--- src/rtl/lo_table_loader_if.sv ---
// Signal bundle for lo_table_loader: request/status, source-memory read port and LO GPIO write port.
// The loader is the master of the LO write protocol and of the source reads.
interface lo_table_loader_if #(
    parameter int unsigned DATA_WIDTH = 32,
    parameter int unsigned LO_WIDTH   = 18,
    parameter int unsigned ADDR_WIDTH = 10
);
    logic                  start;
    logic                  tableSelect;
    logic [ADDR_WIDTH-1:0] firstRow;
    logic [ADDR_WIDTH:0]   rowCount;
    logic                  abort;
    logic [ADDR_WIDTH-1:0] srcAddr;
    logic [2*LO_WIDTH-1:0] srcData;
    logic [DATA_WIDTH-1:0] gpioData;
    logic                  localOscillatorAddressStrobe;
    logic                  localOscillatorCsrStrobe;
    logic                  busy;
    logic                  done;
    logic                  errorFlag;
    logic                  abortedFlag;

    modport master (
        input  start, tableSelect, firstRow, rowCount, abort, srcData,
        output srcAddr, gpioData, localOscillatorAddressStrobe, localOscillatorCsrStrobe,
               busy, done, errorFlag, abortedFlag
    );

    modport slave (
        output start, tableSelect, firstRow, rowCount, abort, srcData,
        input  srcAddr, gpioData, localOscillatorAddressStrobe, localOscillatorCsrStrobe,
               busy, done, errorFlag, abortedFlag
    );
endinterface

--- src/rtl/lo_table_loader.sv ---
// Streams an LO table from source memory to the LO GPIO port: one address word, then a
// sign-extended COS and SIN word per row, each strobe followed by a fixed idle gap.
module lo_table_loader #(
    parameter int unsigned DATA_WIDTH   = 32,
    parameter int unsigned LO_WIDTH     = 18,
    parameter int unsigned ADDR_WIDTH   = 10,
    parameter int unsigned ROW_CAPACITY = 1024,
    parameter int unsigned STROBE_GAP   = 2,
    parameter int unsigned SRC_LATENCY  = 1
) (
    input logic               clk,
    input logic               reset,
    lo_table_loader_if.master bus
);
    localparam int unsigned GapW = $clog2(STROBE_GAP + 1);

    typedef enum logic [2:0] {StIdle, StAddr, StGap, StCos, StSin, StDone} state_e;

    state_e                  state_q, state_d;
    logic [GapW-1:0]         gap_q, gap_d;
    logic [ADDR_WIDTH:0]     row_q, row_d, rows_q, rows_d, row_inc;
    logic                    after_cos_q, after_cos_d;
    logic                    fetch_q, fetch_d;
    logic [SRC_LATENCY-1:0]  pipe_q;
    logic [2*LO_WIDTH-1:0]   hold_q, row_data;
    logic [DATA_WIDTH-1:0]   data_q, data_d;
    logic [ADDR_WIDTH-1:0]   src_q, src_d;
    logic                    astb_q, astb_d, cstb_q, cstb_d;
    logic                    busy_q, busy_d, done_q, done_d;
    logic                    err_q, err_d, abt_q, abt_d;
    logic [ADDR_WIDTH+1:0]   end_row;
    logic                    reject;

    function automatic logic [DATA_WIDTH-1:0] sext(input logic [LO_WIDTH-1:0] v);
        return DATA_WIDTH'(signed'(v));
    endfunction

    // Bypass covers SRC_LATENCY == STROBE_GAP, where capture and the COS load share an edge.
    assign row_data = pipe_q[SRC_LATENCY-1] ? bus.srcData : hold_q;
    assign row_inc  = row_q + (ADDR_WIDTH+1)'(1);
    assign end_row  = {2'b00, bus.firstRow} + {1'b0, bus.rowCount};
    assign reject   = (bus.rowCount == '0) || (end_row > (ADDR_WIDTH+2)'(ROW_CAPACITY));

    always_comb begin
        state_d     = state_q;
        gap_d       = gap_q;
        row_d       = row_q;
        rows_d      = rows_q;
        after_cos_d = after_cos_q;
        fetch_d     = 1'b0;
        data_d      = data_q;
        src_d       = src_q;
        astb_d      = 1'b0;
        cstb_d      = 1'b0;
        busy_d      = busy_q;
        done_d      = 1'b0;
        err_d       = err_q;
        abt_d       = abt_q;
        unique case (state_q)
            StIdle: begin
                if (bus.start && !bus.abort) begin
                    if (reject) begin
                        err_d = 1'b1;
                    end else begin
                        err_d       = 1'b0;
                        abt_d       = 1'b0;
                        busy_d      = 1'b1;
                        astb_d      = 1'b1;
                        state_d     = StAddr;
                        data_d      = '0;
                        data_d[DATA_WIDTH-1]   = bus.tableSelect;
                        data_d[ADDR_WIDTH-1:0] = bus.firstRow;
                        src_d       = '0;
                        fetch_d     = 1'b1;
                        row_d       = '0;
                        rows_d      = bus.rowCount;
                        after_cos_d = 1'b0;
                    end
                end
            end
            StAddr, StCos, StSin: begin
                state_d = StGap;
                gap_d   = GapW'(1);
            end
            StGap: begin
                if (gap_q != GapW'(STROBE_GAP)) begin
                    gap_d = gap_q + GapW'(1);
                end else if (after_cos_q) begin
                    state_d     = StSin;
                    cstb_d      = 1'b1;
                    after_cos_d = 1'b0;
                    data_d      = sext(hold_q[LO_WIDTH-1:0]);
                    row_d       = row_inc;
                    // Next row's read is issued on this SIN strobe; none after the last row.
                    if (row_inc < rows_q) begin
                        src_d   = row_inc[ADDR_WIDTH-1:0];
                        fetch_d = 1'b1;
                    end
                end else if (row_q == rows_q) begin
                    state_d = StDone;
                    busy_d  = 1'b0;
                    done_d  = 1'b1;
                end else begin
                    state_d     = StCos;
                    cstb_d      = 1'b1;
                    after_cos_d = 1'b1;
                    data_d      = sext(row_data[2*LO_WIDTH-1:LO_WIDTH]);
                end
            end
            StDone:  state_d = StIdle;
            default: state_d = StIdle;
        endcase
        if (busy_q && bus.abort) begin
            state_d = StIdle;
            busy_d  = 1'b0;
            astb_d  = 1'b0;
            cstb_d  = 1'b0;
            done_d  = 1'b0;
            fetch_d = 1'b0;
            abt_d   = 1'b1;
        end
    end

    always_ff @(posedge clk) begin
        if (reset) begin
            state_q     <= StIdle;
            gap_q       <= '0;
            row_q       <= '0;
            rows_q      <= '0;
            after_cos_q <= 1'b0;
            fetch_q     <= 1'b0;
            pipe_q      <= '0;
            hold_q      <= '0;
            data_q      <= '0;
            src_q       <= '0;
            astb_q      <= 1'b0;
            cstb_q      <= 1'b0;
            busy_q      <= 1'b0;
            done_q      <= 1'b0;
            err_q       <= 1'b0;
            abt_q       <= 1'b0;
        end else begin
            state_q     <= state_d;
            gap_q       <= gap_d;
            row_q       <= row_d;
            rows_q      <= rows_d;
            after_cos_q <= after_cos_d;
            fetch_q     <= fetch_d;
            pipe_q[0]   <= fetch_q;
            for (int i = 1; i < SRC_LATENCY; i++) begin
                pipe_q[i] <= pipe_q[i-1];
            end
            if (pipe_q[SRC_LATENCY-1]) begin
                hold_q <= bus.srcData;
            end
            data_q      <= data_d;
            src_q       <= src_d;
            astb_q      <= astb_d;
            cstb_q      <= cstb_d;
            busy_q      <= busy_d;
            done_q      <= done_d;
            err_q       <= err_d;
            abt_q       <= abt_d;
        end
    end

    assign bus.srcAddr                      = src_q;
    assign bus.gpioData                     = data_q;
    assign bus.localOscillatorAddressStrobe = astb_q;
    assign bus.localOscillatorCsrStrobe     = cstb_q;
    assign bus.busy                         = busy_q;
    assign bus.done                         = done_q;
    assign bus.errorFlag                    = err_q;
    assign bus.abortedFlag                  = abt_q;
endmodule

--- src/flat_wrapper.sv ---
// flat-port wrapper written by rule: the top's interface ports become plain ports
module lo_table_loader_flat 
#(
    parameter int unsigned DATA_WIDTH   = 32,
    parameter int unsigned LO_WIDTH     = 18,
    parameter int unsigned ADDR_WIDTH   = 10,
    parameter int unsigned ROW_CAPACITY = 1024,
    parameter int unsigned STROBE_GAP   = 2,
    parameter int unsigned SRC_LATENCY  = 1
)
  (clk, reset, bus_start, bus_tableSelect, bus_firstRow, bus_rowCount, bus_abort, bus_srcData, bus_srcAddr, bus_gpioData, bus_localOscillatorAddressStrobe, bus_localOscillatorCsrStrobe, bus_busy, bus_done, bus_errorFlag, bus_abortedFlag);
  lo_table_loader_if #(.DATA_WIDTH(DATA_WIDTH), .LO_WIDTH(LO_WIDTH), .ADDR_WIDTH(ADDR_WIDTH)) bus_i ();
  input logic clk;
  input logic reset;
  input wire logic [$bits(bus_i.start)-1:0] bus_start;
  input wire logic [$bits(bus_i.tableSelect)-1:0] bus_tableSelect;
  input wire logic [$bits(bus_i.firstRow)-1:0] bus_firstRow;
  input wire logic [$bits(bus_i.rowCount)-1:0] bus_rowCount;
  input wire logic [$bits(bus_i.abort)-1:0] bus_abort;
  input wire logic [$bits(bus_i.srcData)-1:0] bus_srcData;
  output wire logic [$bits(bus_i.srcAddr)-1:0] bus_srcAddr;
  output wire logic [$bits(bus_i.gpioData)-1:0] bus_gpioData;
  output wire logic [$bits(bus_i.localOscillatorAddressStrobe)-1:0] bus_localOscillatorAddressStrobe;
  output wire logic [$bits(bus_i.localOscillatorCsrStrobe)-1:0] bus_localOscillatorCsrStrobe;
  output wire logic [$bits(bus_i.busy)-1:0] bus_busy;
  output wire logic [$bits(bus_i.done)-1:0] bus_done;
  output wire logic [$bits(bus_i.errorFlag)-1:0] bus_errorFlag;
  output wire logic [$bits(bus_i.abortedFlag)-1:0] bus_abortedFlag;
  assign bus_i.start = bus_start;
  assign bus_i.tableSelect = bus_tableSelect;
  assign bus_i.firstRow = bus_firstRow;
  assign bus_i.rowCount = bus_rowCount;
  assign bus_i.abort = bus_abort;
  assign bus_i.srcData = bus_srcData;
  assign bus_srcAddr = bus_i.srcAddr;
  assign bus_gpioData = bus_i.gpioData;
  assign bus_localOscillatorAddressStrobe = bus_i.localOscillatorAddressStrobe;
  assign bus_localOscillatorCsrStrobe = bus_i.localOscillatorCsrStrobe;
  assign bus_busy = bus_i.busy;
  assign bus_done = bus_i.done;
  assign bus_errorFlag = bus_i.errorFlag;
  assign bus_abortedFlag = bus_i.abortedFlag;
  lo_table_loader #(.DATA_WIDTH(DATA_WIDTH), .LO_WIDTH(LO_WIDTH), .ADDR_WIDTH(ADDR_WIDTH), .ROW_CAPACITY(ROW_CAPACITY), .STROBE_GAP(STROBE_GAP), .SRC_LATENCY(SRC_LATENCY)) u_core (.clk(clk), .reset(reset), .bus(bus_i));
endmodule
--- config.mk ---
export PLATFORM = sky130hd
export DESIGN_NAME = lo_table_loader_flat
export DESIGN_NICKNAME = d
export VERILOG_FILES = /design/src/rtl/lo_table_loader_if.sv /design/src/rtl/lo_table_loader.sv /design/src/flat_wrapper.sv
export SDC_FILE = /design/constraint.sdc
export NUM_CORES = 1
export LEC_CHECK = 0
export CORE_ASPECT_RATIO = 1.2
export CORE_MARGIN = 3
export CORE_UTILIZATION = 61
export CTS_CLUSTER_SIZE = 25
export DETAILED_ROUTE_END_ITERATION = 16
export DONT_BUFFER_PORTS = 1
export PLACE_DENSITY = 0.88
export SYNTH_ARGS = -nofsm -noshare
export SYNTH_HDL_FRONTEND = slang
export SYNTH_SLANG_ARGS = --single-unit
--- constraint.sdc ---
create_clock -name clk -period 9.1 [get_ports clk]
set_clock_uncertainty 0.15 [all_clocks]
set_input_delay 1.365 -clock clk [delete_from_list [all_inputs] [get_ports clk]]
set_output_delay 1.365 -clock clk [all_outputs]
set_load 0.03 [all_outputs]
==> results by group, run 1 <==
Synthesis
  – Net Count, Synth: roughly 740
  – Number of synthesis warnings: 0
  – Synth Instances: 650
  – FF+latch count, synth: 101
  – Cell variety after synth: 59
  – Synthesized area per cell: between 8 and 9 um2
  – Main combinational cell family by area after synthesis: simple AND/OR/NAND/NOR gates
  – Compound-Gate Fraction of Synth Area: about a fifth
  – FFs w/ async S/R, synth: 0%
  – Number of synthesized flops with an enable pin: 0
  – Mux share of post-synthesis cell area: under 10%
  – Synthesized area: roughly 5400 um2
  – Post-synthesis sequential area ratio: approximately 37%
  – Adder-Cell Fraction of Synth Area: under 10%
  – Simple-gate share of the synthesized area: about a fifth
  – Synth Area in XOR/XNOR: around 3.6%
  – Primary FF master, synth: dfxtp_1

Layout
  – Fillers: between 700 and 800
  – Most frequent cells in the layout: dfxtp_1, nor2_1, a21oi_1
  – Commonest non-fill, non-tap cell in the layout: dfxtp_1
  – NumNets Final: 703
  – Synth-to-layout area growth: 2.32%
  – # diodes: 0
  – Layout cell share with drive strength beyond 1: under 10%
  – Post-route insts no fill: 739

Drt
  – DR DRC count: 0
  – Iter 0 DRT Violations: around 370
  – Routed Antenna Nets: 0
  – Average wire per standard cell: 18.6 um
  – WL final: 13.8 mm
  – Vias/cell: 6.25
  – DR pass1 iterations: 7
  – Via count: 4,618

Placement
  – Placed Cells: just over 700
  – GP Congestion: 0.933
  – I/O Buffers: 0
  – Final HPWL DP: approximately 10 mm

Clock network
  – CTS Buffer Depth: 2
  – CTS tree: built
  – Setup bufs post-CTS: 0
  – Post_cts resized: 0
  – Hold buffers post-CTS: 0
  – CTS sink cnt: between 100 and 150
  – Clock root buffer: clkbuf_8
  – Clock Pin Slew Worst Setup and Hold Paths: 0.11 ns
  – Inserted Clock Buffers: 9
  – H-tree lvl count: 3
  – Clock Latency Late Sink: 0.38 ns

Global route
  – Initial antenna violation count: 0
  – Largest net degree at the start of global routing: 94
  – Global-route wire length before repair: ~22 mm
  – Number of global-route vias before repair: about 4,500
  – Total GRT Usage: around 28%
  – Congestion Overflow GR: 0

Power and ir drop
  – Leakage: just under 2 nW
  – Worst IR Drop VDD: 0.149 mV
  – Pwr dens: approximately 160 nW/um2

STA
  – Slew headroom: 21.4%
  – Tmin final: 4.06 ns
  – Final Setup Violations: 0
  – Hold Fails Final Rpt: 0
  – RSZ-0062 raised after global routing: false
  – Period Utilization, post-route: between 40 and 50%
  – Slew Viols, Final: 0
  – Maximum clock rate: roughly 250 MHz
  – Worst-Margin Slew: between 1 and 1.5 ns
  – Fin Setup TNS: 0 ns

Critical path
  – CP Cell Sequence: ha_1, or2_1, a211o_1, a221oi_1, and3_1, nand4_4, a21oi_4, nor2_1, a211oi_1
  – Max stage delay on crit path: roughly 0.72 ns
  – Crit. End Element: flop
  – Largest fanout on the critical path: 37
  – Req. time, crit path: 9.24 ns
  – Setup CP Type: in -> reg
  – CP max stage cell: a21oi_4
  – WP buf/inv: 0
  – CP top delay family: compound AO/OA/AOI/OAI gates
  – Critical path launch point type: input port
  – Crit path DAT: approximately 4.2 ns

Floorplanning
  – Row cnt: 37
  – Initial core utilization: a little over three fifths
  – Core ar.: ~8600 um2
  – Die Area: ~10,000 um2
  – Ports: 110
  – Die width: 91.9 um
  – Die height: 109 um

Run status
  – Outcome: finished, final reports clean

Worst hold path
  – Hold Crit Class: reg -> reg

Job
  – Max-Cap Viols: 0
flip-flops by register name, summed over array words and instances (netlist names), 2 cells and up:
register	cells
u_core.hold_q	36
u_core.bus.gpioData	19
u_core.state_q	3
u_core.row_q	11
u_core.rows_q	11
u_core.gap_q	2
u_core.bus.srcAddr	10
power by group:
group	leakage, nW	switching [W]	internal (W)	total [W]
registers	0.818	0.0000267	0.000455	0.000482
logic	1.04	0.0000843	0.0000501	0.000134
clock network	0.0985	0.000178	0.000109	0.000287
total	1.96	0.000289	0.000614	0.000903
cells in the mapped netlist, drive strengths merged (5+ instances only):
library cell / instances / area, um2
dfxtp: 101 / 2020
nor2: 94 / 353
a21oi: 75 / 398
nand2: 53 / 199
mux2i: 38 / 380
o21ai: 37 / 189
buf: 26 / 169
nand3: 24 / 120
ha: 23 / 288
inv: 23 / 86.3
clkbuf: 21 / 78.8
a211oi: 14 / 130
xnor2: 13 / 114
nand2b: 11 / 68.8
xor2: 9 / 78.8
and3: 7 / 43.8
nor3: 7 / 35.0
nand4: 6 / 52.6
nor2b: 6 / 37.5
and2: 5 / 31.3
nor4: 5 / 46.3
routing by layer:
| metal | vias to the layer above | part of all wire (%) | routed length, um | track usage [%] |
|---|---|---|---|---|
| met4 | 0 | 4.8 | 659 | 16.2 |
| met2 | 222 | 49 | 6770 | 47.3 |
| met1 | 2144 | 37 | 5060 | 30.8 |
| met5 | - | 0 | 0 | 0 |
| met3 | 48 | 9.2 | 1270 | 9.11 |
| li1 | 2204 | - | - | - |
final timing paths:
| kind | end | slack [ns] | depth (start not counted) | from |
|---|---|---|---|---|
| setup reg to reg | u_core.bus.srcAddr[2] | 5.31 | 10 | u_core.row_q[0] |
| hold reg to reg | u_core.pipe_q | 0.30 | 1 | u_core.fetch_q |
| hold / removal | u_core.pipe_q | 0.30 | 1 | u_core.fetch_q |
| setup / recovery | u_core.bus.gpioData[3] | 5.04 | 9 | bus_rowCount[2] |
metrics by stage:
| step | setup WS (ns) | utilization [%] | cell area (um2) | hold slack, ns | power, W |
|---|---|---|---|---|---|
| final | 5.04 | 64.2 | 5530 | 0.304 | 0.000903 |
| after global routing | 4.90 | 64.2 | 5530 | 0.311 | 0.000937 |
| after CTS | 5.07 | 64.2 | 5530 | 0.303 | 0.000902 |
| after detailed placement | 4.65 | 61.9 | 5330 | 0.283 | 0.000623 |
| after global placement | 4.80 | 61.9 | 5330 | 0.282 | 0.000618 |
| after floorplan | 5.22 | - | 5400 | 0.264 | 0.000600 |
logic make-up after synthesis:
| family | count (synthesis) |
|---|---|
| buffers and inverters | 70 |
| adders and majority gates | 24 |
| AOI/OAI and AO/OA | 163 |
| DFF | 101 |
| xor gates and xnor gates | 22 |
| and+or+nand+nor | 232 |
| muxes | 38 |
cell type report:
cell class | count | area [um2] | area share, %
clock buffer | 9 | 124 | 2.24
sequential | 101 | 2030 | 36.7
timing repair buffer | 3 | 22.5 | 0.408
tap | 117 | 146 | 2.65
clock inverter | 7 | 75.1 | 1.36
inverter | 23 | 86.3 | 1.56
multi-input combinational | 479 | 3050 | 55.1
Note: power is estimated with default switching activity, not from simulation.
==> inputs of run 2 (changes only) <==
clock period = 3.9 ns   (was 9.1 ns; I/O delays follow)
==> run 2 against run 1 <==
  * Count of clock-buffer cells in the layout unchanged
  * Worst hold slack worse by 0.18 ns
  * Power up 140%
  * Clock power up 140%
  * Worst setup slack worse by 4.6 ns
  * Critical path type is now reg -> reg
==> results by group, run 2 (synthesis gave the netlist of run 1 again) <==
Run status
  – Outcome: finished, final reports clean

Critical path
  – Worst R2R Setup Slack: 0.42 ns (-4.89 ns)
  – R2R depth: 11 (+1)
  – CP max stage cell: dfxtp_1
  – Critical path launch point type: flop
  – Crit. End Element: flop
  – Reg2reg end: u_core.bus.srcAddr[6]
  – Largest fanout on the critical path: 9 (-76%)
  – Crit path DAT: 3.59 ns (-0.60 ns)
  – Max stage delay on crit path: 0.51 ns (-0.21 ns)
  – WP buf/inv: 0 (unchanged)
  – CP top delay family: compound AO/OA/AOI/OAI gates
  – Setup CP Type: reg -> reg
  – R2r startpoint: u_core.row_q[0]
  – Req. time, crit path: 4.01 ns (-5.23 ns)
  – CP Cell Sequence: ha_1, and3_1, xor2_1, ha_1, o21a_1, o2111ai_1, a31oi_1, o31a_1, o31a_1, nor2_1, o21ai_0

Clock network
  – Clock Pin Slew Worst Setup and Hold Paths: 0.11 ns (about the same)
  – Setup bufs post-CTS: 0 (unchanged)
  – CTS Buffer Depth: 2 (unchanged)
  – CTS sink cnt: 101 (unchanged)
  – CTS tree: built
  – H-tree lvl count: 3 (unchanged)
  – Post_cts resized: 0 (unchanged)
  – Clock Latency Late Sink: 0.37 ns (about the same)
  – Hold buffers post-CTS: 0 (unchanged)
  – Inserted Clock Buffers: 9 (unchanged)
  – Clock root buffer: clkbuf_8

Global route
  – Initial antenna violation count: 0 (unchanged)
  – Total GRT Usage: 27.7% (-0.26 points)
  – Congestion Overflow GR: 0 (unchanged)
  – Number of global-route vias before repair: 4,598 (+1.5%)
  – Largest net degree at the start of global routing: 94 (unchanged)
  – Global-route wire length before repair: 22.2 mm (-0.25%)

Power and ir drop
  – Switching share of total power: 32.0% (about the same)
  – Clk pwr share: 31.9% (about the same)
  – Leakage: 1.99 nW (+1.8%)
  – Combinational share of power: 15.4% (+0.5 points)
  – Net Sw Power: 0.000680 W (+140%)
  – Internal: 0.00144 W (+140%)
  – Seq pwr share: 52.7% (-0.6 points)
  – Worst IR Drop VDD: 0.306 mV (+110%)
  – Pwr dens: 381 nW/um2 (+130%)

Placement
  – I/O Buffers: 0 (unchanged)
  – Final HPWL DP: 10.4 mm (+3.0%)
  – DP Area: 5370 um2 (+0.85%)
  – GP Congestion: 0.909 (-2.6%)

Drt
  – Vias/cell: 6.17 (-1.3%)
  – DR DRC count: 0 (unchanged)
  – DR pass1 iterations: 5 (-2)
  – WL final: 13.8 mm (+0.26%)
  – Average wire per standard cell: 18.5 um (-0.55%)
  – Iter 0 DRT Violations: 240 (-34%)
  – Routed Antenna Nets: 0 (unchanged)
  – Via count: 4,597 (-0.45%)

STA
  – Period Utilization, post-route: about nine tenths
  – Hold Fails Final Rpt: 0 (unchanged)
  – Worst-Margin Slew: 1.18 ns (-0.0000321 ns)
  – RSZ-0062 raised after global routing: false
  – Slew Viols, Final: 0 (unchanged)
  – Final Setup Violations: 0 (unchanged)
  – Slew headroom: 21.4% (about the same)
  – Maximum clock rate: approximately 290 MHz
  – Tmin final: 3.48 ns
  – Fin Setup TNS: 0 ns (unchanged)

Worst hold path
  – Hold Crit Start: reset
  – Hold path endpoint: u_core.row_q[7]
  – Hold Crit Class: in -> reg
  – Hold path cells: 1 (unchanged)

Layout
  – # diodes: 0 (unchanged)
  – Fillers: 740 (-0.80%)
  – Max reg flops: 36 (unchanged)
  – Final Cell Area: 5580 um2 (+0.97%)
  – Reg with most FFs: u_core.hold_q
  – Commonest non-fill, non-tap cell in the layout: dfxtp_1
  – Synth-to-layout area growth: 3.31%
  – NumNets Final: 709 (+0.85%)
  – Most frequent cells in the layout: dfxtp_1, nor2_1, a21oi_1
  – Layout cell share with drive strength beyond 1: 6.69% (+0.90 points)

Floorplanning
  – Row cnt: 37 (unchanged)
  – Ports: 110 (unchanged)
  – Die Area: 10,000 um2 (unchanged)
  – Initial core utilization: 62.7% (unchanged)
  – Core ar.: 8610 um2 (unchanged)
  – Die height: 109 um (unchanged)
  – Die width: 91.9 um (unchanged)

Job
  – Max-Cap Viols: 0 (unchanged)
-- run 2: worst max-delay path by stage --
| stage | start | to | cells after the start |
|---|---|---|---|
| floorplan | u_core.row_q[2] | u_core.bus.srcAddr[2] | 12 |
| global placement | bus_rowCount[6] | u_core.bus.srcAddr[0] | 9 |
| detailed placement | bus_rowCount[0] | u_core.bus.srcAddr[0] | 11 |
| CTS | u_core.row_q[0] | u_core.bus.srcAddr[6] | 11 |
| global route | u_core.row_q[0] | u_core.bus.srcAddr[6] | 11 |
| finish | u_core.row_q[0] | u_core.bus.srcAddr[6] | 11 |
-- run 2: routing by layer --
metal  GRT usage, %  up-vias  share of wire [%]
met3           6.49       59                7.3
met5              0        -                  0
met1           30.1     2143                 38
li1               -     2206                  -
met4           16.2        0                5.1
met2           49.2      189                 49
-- run 2: worst register-to-register path, stage by stage, from the launching register on --
cell and delay, ns:
dfxtp_1 0.51, ha_1 0.31, and3_1 0.28, xor2_1 0.28
ha_1 0.31, o21a_1 0.11, o2111ai_1 0.20, a31oi_1 0.09
o31a_1 0.36, o31a_1 0.40, nor2_1 0.25, o21ai_0 0.13
-- run 2: metrics by stage --
stage	hold slack (ns)	utilization (%)	instances	setup WS, ns	power (W)
floorplan	0.264	-	650	0.775	0.00140
global placement	0.283	62.4	729	0.552	0.00145
detailed placement	0.290	62.4	729	0.411	0.00146
CTS	0.109	64.8	745	0.496	0.00213
global route	0.113	64.8	745	0.220	0.00221
finish	0.125	64.8	745	0.418	0.00212
-- run 2: cell type report --
cell class              instances  area [um2]  area share, %
clock buffers                   9         124           2.22
clock inverters                 7        83.8           1.50
inverters                      23        86.3           1.55
multi-input cells             479        3050           54.6
flip-flops and latches        101        2030           36.3
well taps                     117         146           2.62
repair buffers                  9        67.6           1.21
-- run 2: power by group through the flow --
stage / combinational, W / sequential (W) / clock (W)
2_1_floorplan: 0.000270 / 0.00113 / 0
3_3_place_gp: 0.000306 / 0.00114 / 0
3_5_place_dp: 0.000321 / 0.00114 / 0
4_1_cts: 0.000323 / 0.00112 / 0.000687
5_1_grt: 0.000360 / 0.00113 / 0.000725
6_report: 0.000327 / 0.00112 / 0.000678
==> inputs of run 3 (changes only) <==
CORE_UTILIZATION = 64   (was 61)
PLACE_DENSITY = 0.91   (was 0.88)
==> run 3 against run 2 <==
  * Register-to-register slack improved by 0.06 ns
  * Global-route usage rose by 0.72 points
  * Cell count fell by 0.54%
  * First-iteration DRC count rose by 36%
  * Sequential share of layout area fell by 0.073 points
  * Die area fell by 4.4%
  * Non-clock buffer count fell by 1
  * Final area rose by 0.20%
  * Flip-flop and latch count did not move
  * Via count rose by 1.3%
  * Critical path type unchanged
  * Critical endpoint unchanged
  * Largest cell class unchanged
==> results by group, run 3 (synthesis gave the netlist of run 1 again) <==
Global route
  – Congestion Overflow GR: 0 (unchanged)
  – Initial antenna violation count: 0 (unchanged)
  – Global-route wire length before repair: 22.3 mm (+0.44%)
  – Number of global-route vias before repair: 4,662 (+1.4%)
  – Total GRT Usage: 28.4% (+0.72 points)
  – Largest net degree at the start of global routing: 94 (unchanged)

Drt
  – WL final: 13.4 mm (-2.5%)
  – DR pass1 iterations: 5 (unchanged)
  – DR DRC count: 0 (unchanged)
  – Via count: 4,656 (+1.3%)
  – Top sig layer: met4
  – Iter 0 DRT Violations: 326 (+36%)
  – DR WL met2: 6.60 mm (-3.1%)
  – Metal3 WL: 1.11 mm (+9.5%)
  – Routed Antenna Nets: 0 (unchanged)
  – WL met1: 5.14 mm (-2.6%)
  – Average wire per standard cell: 18.1 um (-2.0%)
  – Vias/cell: 6.28 (+1.8%)

Placement
  – I/O Buffers: 0 (unchanged)
  – Final HPWL DP: 10.1 mm (-3.8%)
  – GP Congestion: 0.942 (+3.7%)

Job
  – Max-Cap Viols: 0 (unchanged)

Layout
  – Synth-to-layout area growth: 3.52%
  – Commonest non-fill, non-tap cell in the layout: dfxtp_1
  – Most frequent cells in the layout: dfxtp_1, nor2_1, a21oi_1
  – Max reg flops: 36 (unchanged)
  – NumNets Final: 708 (-0.14%)
  – # diodes: 0 (unchanged)
  – Layout cell share with drive strength beyond 1: 6.54% (-0.15 points)
  – Reg with most FFs: u_core.hold_q
  – Fillers: 623 (-16%)

STA
  – Slew Viols, Final: 0 (unchanged)
  – Maximum clock rate: 292 MHz (+1.7%)
  – Hold Fails Final Rpt: 0 (unchanged)
  – Tmin final: 3.42 ns (-0.0586 ns)
  – Final Setup Violations: 0 (unchanged)
  – Period Utilization, post-route: 87.8% (-1.5 points)
  – RSZ-0062 raised after global routing: false
  – Worst-Margin Slew: 1.18 ns (+0.00245 ns)
  – Slew headroom: 21.3% (-0.16 points)
  – Fin Setup TNS: 0 ns (unchanged)

Power and ir drop
  – Pwr dens: 380 nW/um2 (about the same)
  – Leakage: 1.99 nW (about the same)
  – Worst IR Drop VDD: 0.329 mV (+7.5%)
  – Pwr Total: 0.00213 W (+0.12%)

Critical path
  – Req. time, crit path: 4.01 ns (about the same)
  – CP Cell Sequence: ha_1, and3_1, xor2_1, ha_1, o21a_1, o2111ai_1, a31oi_1, o31a_1, o31a_1, nor2_1, o21ai_0
  – Setup CP Type: reg -> reg
  – R2R depth: 11 (unchanged)
  – Crit. End Element: flop
  – Crit path DAT: 3.54 ns (-0.05 ns)
  – Critical path launch point type: flop
  – Largest fanout on the critical path: 9 (unchanged)
  – CP max stage cell: dfxtp_1
  – Max stage delay on crit path: 0.52 ns (about the same)

Clock network
  – CTS tree: built
  – Clock Latency Late Sink: 0.37 ns (about the same)
  – CTS sink cnt: 101 (unchanged)
  – Inserted Clock Buffers: 9 (unchanged)
  – H-tree lvl count: 3 (unchanged)
  – Clock Pin Slew Worst Setup and Hold Paths: 0.10 ns (about the same)
  – Hold buffers post-CTS: 0 (unchanged)
  – Clock root buffer: clkbuf_8
  – CTS Buffer Depth: 2 (unchanged)
  – Setup bufs post-CTS: 0 (unchanged)
  – Post_cts resized: 0 (unchanged)

Floorplanning
  – Die width: 89.9 um (-2.2%)
  – Die Area: 9580 um2 (-4.4%)
  – Die height: 107 um (-2.2%)
  – Row cnt: 36 (-2.7%)
  – Core ar.: 8150 um2 (-5.3%)
  – Ports: 110 (unchanged)
  – Initial core utilization: 66.3% (+3.5 points)

Run status
  – Outcome: finished, final reports clean

Worst hold path
  – Hold Crit Class: in -> reg
  – Hold path cells: 1 (unchanged)
run 3: cell count changes in the layout (fill, tap and decap cells not counted), sizes merged:
cell    before  now
clkinv       3    5
inv         27   25
buf          9    8
run 3: worst max-delay path: cells and delay by family (launching register included):
kind                     cells  cell delay [ns]
AO/OA/AOI/OAI                6             1.22
XOR/XNOR                     1             0.31
adder cells (fa/ha/maj)      2             0.60
flip-flops                   1             0.52
AND/OR/NAND/NOR              2             0.52
run 3: through the flow:
stage / setup slack, ns / area (um2) / hold slack (ns) / instances / util [%]
2_1_floorplan: 0.775 / 5400 / 0.264 / 650 / -
3_3_place_gp: 0.532 / 5370 / 0.278 / 725 / 65.9
3_5_place_dp: 0.454 / 5370 / 0.284 / 725 / 65.9
4_1_cts: 0.525 / 5590 / 0.115 / 741 / 68.6
5_1_grt: 0.346 / 5590 / 0.118 / 741 / 68.6
6_report: 0.477 / 5590 / 0.135 / 741 / 68.6
run 3: power breakdown:
part           switching, W  total [W]  internal, W
registers         0.0000590    0.00112      0.00106
clock network      0.000420   0.000681     0.000261
logic              0.000201   0.000326     0.000124
total              0.000680    0.00213      0.00145
run 3: routing by layer:
layer	vias to the layer above	global-route usage, %
met4	0	15.4
met3	62	7.58
li1	2211	-
met5	-	0
met1	2157	31.9
met2	226	49.2
run 3: layout make-up:
type                    instances  area, um2  share of cell area [%]
multi-input cells             479       3050                    54.5
flip-flops and latches        101       2030                    36.2
well taps                     114        143                    2.55
clock buffers                   9        124                    2.22
clock inverters                 7       93.8                    1.68
inverters                      23       86.3                    1.54
repair buffers                  8       72.6                    1.30
run 3: path summary, 6_finish.rpt:
kind | start | endpoint | slack [ns]
worst max register to register | u_core.row_q[0] | u_core.bus.srcAddr[6] | 0.48
worst min-delay path | reset | u_core.row_q[8] | 0.13
worst max-delay path | u_core.row_q[0] | u_core.bus.srcAddr[6] | 0.48
worst min register to register | u_core.fetch_q | u_core.pipe_q | 0.30
